[config.mk]
export PLATFORM = sky130hd
export DESIGN_NAME = sdram_port_arbiter
export DESIGN_NICKNAME = d
export VERILOG_FILES = /design/src/rtl/sdram_port_arbiter.sv
export SDC_FILE = /design/constraint.sdc
export NUM_CORES = 1
export LEC_CHECK = 0
export CORE_MARGIN = 2
export CORE_UTILIZATION = 41
export CTS_CLUSTER_DIAMETER = 200
export DETAILED_ROUTE_END_ITERATION = 6
export PLACE_DENSITY = 0.8
export SLEW_MARGIN = 15
export SYNTH_ARGS = -nofsm -noshare
export SYNTH_HDL_FRONTEND = slang
export SYNTH_SLANG_ARGS = --single-unit
[constraint.sdc]
create_clock -name clk_i -period 2.4 [get_ports clk_i]
set_input_delay 0.72 -clock clk_i [delete_from_list [all_inputs] [get_ports clk_i]]
set_output_delay 0.72 -clock clk_i [all_outputs]
set_load 0.01 [all_outputs]
[src/rtl/sdram_port_arbiter.sv]
// Two-port SDRAM burst arbiter: display reads are favoured, fill writes get starvation protection.
// Latency: grant is combinational in IDLE; command is valid the next cycle; done is passed through in the same cycle.
// Backpressure: cmd_valid_o is held with a stable address until cmd_ready_i; only one burst is ever outstanding.
//
// Ports:
//   clk_i, rst_ni             - clock, asynchronous active-low reset
//   rd_req_i/rd_addr_i        - read burst request (level) and address; rd_gnt_o/rd_done_o pulses back
//   wr_req_i/wr_addr_i        - write burst request (level) and address; wr_gnt_o/wr_done_o pulses back
//   cmd_valid_o/cmd_ready_i   - handshake to SDRAM driver, carrying cmd_we_o and cmd_addr_o
//   cmd_done_i                - driver pulse: current burst finished
//   busy_o                    - arbiter has a burst in progress (not IDLE)
module sdram_port_arbiter #(
    parameter int ADDR_WIDTH   = 24,
    parameter int STARVE_LIMIT = 4
) (
    input  logic                  clk_i,
    input  logic                  rst_ni,
    input  logic                  rd_req_i,
    input  logic [ADDR_WIDTH-1:0] rd_addr_i,
    output logic                  rd_gnt_o,
    output logic                  rd_done_o,
    input  logic                  wr_req_i,
    input  logic [ADDR_WIDTH-1:0] wr_addr_i,
    output logic                  wr_gnt_o,
    output logic                  wr_done_o,
    output logic                  cmd_valid_o,
    input  logic                  cmd_ready_i,
    output logic                  cmd_we_o,
    output logic [ADDR_WIDTH-1:0] cmd_addr_o,
    input  logic                  cmd_done_i,
    output logic                  busy_o
);

    localparam int CW = (STARVE_LIMIT < 1) ? 1 : $clog2(STARVE_LIMIT + 1);
    localparam logic [CW-1:0] LIMIT = CW'(STARVE_LIMIT);

    typedef enum logic [1:0] {
        S_IDLE      = 2'd0,
        S_ISSUE     = 2'd1,
        S_WAIT_DONE = 2'd2
    } state_t;

    state_t                state_q, state_d;
    logic [CW-1:0]         starve_q, starve_d;
    // we_q doubles as the latched owner: 1 = write port, 0 = read port.
    logic                  we_q, we_d;
    logic [ADDR_WIDTH-1:0] addr_q, addr_d;
    logic                  wr_wins;

    // Reads are preferred; a waiting write wins once it has been passed over STARVE_LIMIT times.
    assign wr_wins = wr_req_i && (!rd_req_i || (starve_q == LIMIT));

    always_ff @(posedge clk_i or negedge rst_ni) begin
        if (!rst_ni) begin
            state_q  <= S_IDLE;
            starve_q <= '0;
            we_q     <= 1'b0;
            addr_q   <= '0;
        end else begin
            state_q  <= state_d;
            starve_q <= starve_d;
            we_q     <= we_d;
            addr_q   <= addr_d;
        end
    end

    always_comb begin
        state_d     = state_q;
        starve_d    = starve_q;
        we_d        = we_q;
        addr_d      = addr_q;
        rd_gnt_o    = 1'b0;
        wr_gnt_o    = 1'b0;
        rd_done_o   = 1'b0;
        wr_done_o   = 1'b0;
        cmd_valid_o = 1'b0;

        case (state_q)
            S_IDLE: begin
                // Grant is combinational, so it is also qualified by reset to keep it low while rst_ni is 0.
                if (rst_ni && (rd_req_i || wr_req_i)) begin
                    state_d = S_ISSUE;
                    if (wr_wins) begin
                        wr_gnt_o = 1'b1;
                        we_d     = 1'b1;
                        addr_d   = wr_addr_i;
                        starve_d = '0;
                    end else begin
                        rd_gnt_o = 1'b1;
                        we_d     = 1'b0;
                        addr_d   = rd_addr_i;
                        if (!wr_req_i) begin
                            starve_d = '0;
                        end else if (starve_q != LIMIT) begin
                            starve_d = starve_q + CW'(1);
                        end
                    end
                end
            end
            S_ISSUE: begin
                cmd_valid_o = 1'b1;
                if (cmd_ready_i) begin
                    state_d = S_WAIT_DONE;
                end
            end
            S_WAIT_DONE: begin
                if (cmd_done_i) begin
                    state_d   = S_IDLE;
                    rd_done_o = !we_q;
                    wr_done_o = we_q;
                end
            end
            default: begin
                state_d = S_IDLE;
            end
        endcase
    end

    assign cmd_we_o   = we_q;
    assign cmd_addr_o = addr_q;
    assign busy_o     = (state_q != S_IDLE);

endmodule

==> summary.txt <==
Logic synthesis
  – Synthesized area: 0.00181 mm²
  – Post-Syn Area per Cell: 10.1 µm²
  – Synth Warn #: 0
  – Seq cells post-synth: 30
  – Library cells used by synthesis: 28
  – Synth Flop Type: dfrtp_1
  – EDFF count, synth: 0
  – Syn Inst Count: 179
  – Post-Syn Nets: 235
  – Post-synth ARST share: 100%
  – Register area share after synthesis: 41.5%

Critical path
  – Setup crit end kind: primary output
  – Worst path depth: 3
  – Crit path arrival time: 1.63 ns
  – Worst-path cell chain: clkdlybuf4s50_1 > and3_1 > dlygate4sd2_1
  – R2R setup slack: 0.59 ns
  – Critical Path RT: 1.68 ns
  – Buf/Inv on CP: 2
  – Setup crit end: rd_done_o
  – Reg2reg end: cmd_we_o
  – Setup crit start: cmd_done_i
  – Critical path's largest stage delay: 0.49 ns
  – CP Launch Type: primary input
  – Setup CP Type: primary input to primary output
  – FF-to-FF Start: state_q[1]
  – Reg2Reg Depth: 7
  – CP max stage cell: clkdlybuf4s50_1
  – Critical Path Fanout Max: 3
  – Top Family by Delay on Critical Path: buffers and inverters

Clocking
  – Clk sink count: 30
  – Clock buffer depth: 2
  – Clock Tree Root: clkbuf_8
  – Skew-Pair Late Insertion Delay: 0.28 ns
  – TritonCTS clock tree: built
  – H-tree depth: 2
  – CTS Hold Bufs: 0
  – CTS Buf Count: 5
  – Clock slew at reported path FFs: 0.07 ns

Die
  – Cell Rows: 24
  – I/O pin count: 85
  – Chip width: 70.4 µm
  – Starting Density: 42.1%
  – Die area: 0.00496 mm²
  – Die H: 70.4 µm
  – Area of the core: 0.00429 mm²

Global routing
  – Total track usage: 22.1%
  – GR met1 Demand/Resource: 26.4%
  – M3 GR Usage: 4.18%
  – Antenna violations before repair: 0
  – Vias in the first global route: 1,754
  – Largest net degree at the start of global routing: 31
  – First-pass GRT wire length: 8.48 mm
  – Met2 usage: 38.9%
  – Gr busiest metal: met2
  – Overflow after GRT: 0

Route
  – Vias: 1,754
  – Post-route ant nets: 0
  – Vias/cell: 5.33
  – WL final: 5.30 mm
  – Residual DRC count: 0
  – 1st-iter DRT viols: 120
  – Routed len/inst: 16.1 µm
  – 1st-pass router iterations: 4

Placed design
  – DP Area: 0.00278 mm²
  – Place WS: -0.555 ns
  – Port Buffer Count: 84
  – Gpl congestion: 0.731
  – DP HPWL: 3.81 mm
  – Inst Count DP: 319

Finish
  – Syn-to-layout area delta: 59.2%
  – Fin util: 67.1%
  – Fillcell total: 364
  – Share of cells above drive strength 1: 21.7%
  – Nets: 332
  – Finished Cell Area: 0.00288 mm²
  – Antenna cell count: 0
  – Post-route insts no fill: 329

STA
  – Worst Hold Slack: 0.551 ns
  – Final Hold Fails: 0
  – Worst slew margin: 73.9%
  – Worst-case clock skew: 0.00824 ns
  – Fmax: 426 MHz
  – Setup ws final: 0.0550 ns
  – Minimum clock period: 2.35 ns
  – Setup TNS: 0 ns
  – Slew Limit Fails: 0
  – Fin crit share: 97.7%
  – # setup viols final: 0
  – Slew of the pin with the lowest slew margin: 0.392 ns
  – RSZ-0062 raised after global routing: false

Power and ir drop
  – VDD IR-drop max: 0.000494 V
  – Lkg Pwr: 1.12 nW
  – Total power: 2.88 mW
  – Power per Cell Area: 999 mW/mm²

Run
  – Max Cap Viol: 0

Hold path
  – Min-Delay Path Class: register to register

Status
  – Outcome: complete, no violations
layer usage:
layer	vias to the layer above	wire [µm]
met5	-	0
met4	0	110
met3	9	272
met2	58	2700
met1	832	2220
li1	855	-
registers in the layout (all words and copies together) (netlist names):
| register | count |
|---|---|
| cmd_addr_o | 24 |
| starve_q | 3 |
| state_q | 2 |
| cmd_we_o | 1 |
where the power goes:
group / switching, mW / total [mW] / internal [mW]
Combinational: 0.713 / 1.55 / 0.840
Sequential: 0.154 / 0.898 / 0.744
Clock: 0.196 / 0.426 / 0.230
Total: 1.06 / 2.88 / 1.81
Yosys cell counts (2+ instances only):
master    number  share of area [%]
clkbuf_1       9                1.9
dfrtp_1       30                 41
nand3_1       25                6.9
a31oi_1        4                1.4
and3_1         2               0.69
a21oi_1       25                6.9
nor2b_1        2               0.69
buf_6          3                1.9
a31oi_2       10                6.9
o21ai_0       28                7.7
inv_1          8                1.7
nand4_1        3                1.0
a31oi_4       10                 12
ha_1           2                1.4
buf_2          5                1.4
tightest hold or removal path, cell delays in order, from the launching register on:
cell     delay, ns
dfrtp_1       0.34
a21oi_1       0.05
a31oi_2       0.12
worst min path at each step:
stage	end	slack, ns	from	cells past startpoint
global route	cmd_addr_o[18]	0.58	cmd_addr_o[18]	2
global placement	cmd_addr_o[18]	0.53	cmd_addr_o[18]	2
CTS	cmd_addr_o[7]	0.56	cmd_addr_o[7]	2
detailed placement	cmd_addr_o[7]	0.54	cmd_addr_o[7]	2
finish	cmd_addr_o[7]	0.55	cmd_addr_o[7]	2
floorplan	cmd_addr_o[0]	0.42	rst_ni	0
cell type report:
class / instances / area (µm²) / share of cell area [%]
Sequential cell: 30 / 751 / 26.1
Multi-Input combinational cell: 122 / 920 / 31.9
Clock inverter: 2 / 12.5 / 0.434
Inverter: 8 / 30.0 / 1.04
Timing Repair Buffer: 109 / 1020 / 35.4
Tap cell: 52 / 65.1 / 2.26
Clock buffer: 6 / 82.6 / 2.87
what timing repair did:
action | in CTS | in global routing
resized for setup | 12 | 2
gates cloned | 0 | 0
endpoints found under the setup margin | 4 | 1
setup buffers | 1 | 1
cell families (layout without fill, tap and decap cells):
group	count (synthesis)	in the layout	synth area share (%)
adders and majority gates	2	2	1.38
AOI/OAI and AO/OA	81	81	36.8
buffers and inverters	27	125	8.30
and+or+nand+nor	39	39	12.0
DFF	30	30	41.5
layout by cell type (no fill, tap or decap), types with 2 or more instances in the layout:
cell             synthesis  final
ha_1                     2      2
and3_1                   2      2
dlygate4sd2_1            0      4
o21ai_0                 28     28
a31oi_2                 10     10
nand3_1                 25     25
nand4_1                  3      3
a31oi_1                  4      4
a21oi_1                 25     24
dfrtp_1                 30     30
nor2b_1                  2      2
clkbuf_8                 0      6
clkdlybuf4s50_1          0     77
a31oi_4                 10     10
buf_4                    1     25
inv_1                    8      8
No activity file was read; power rests on OpenSTA's default activity.
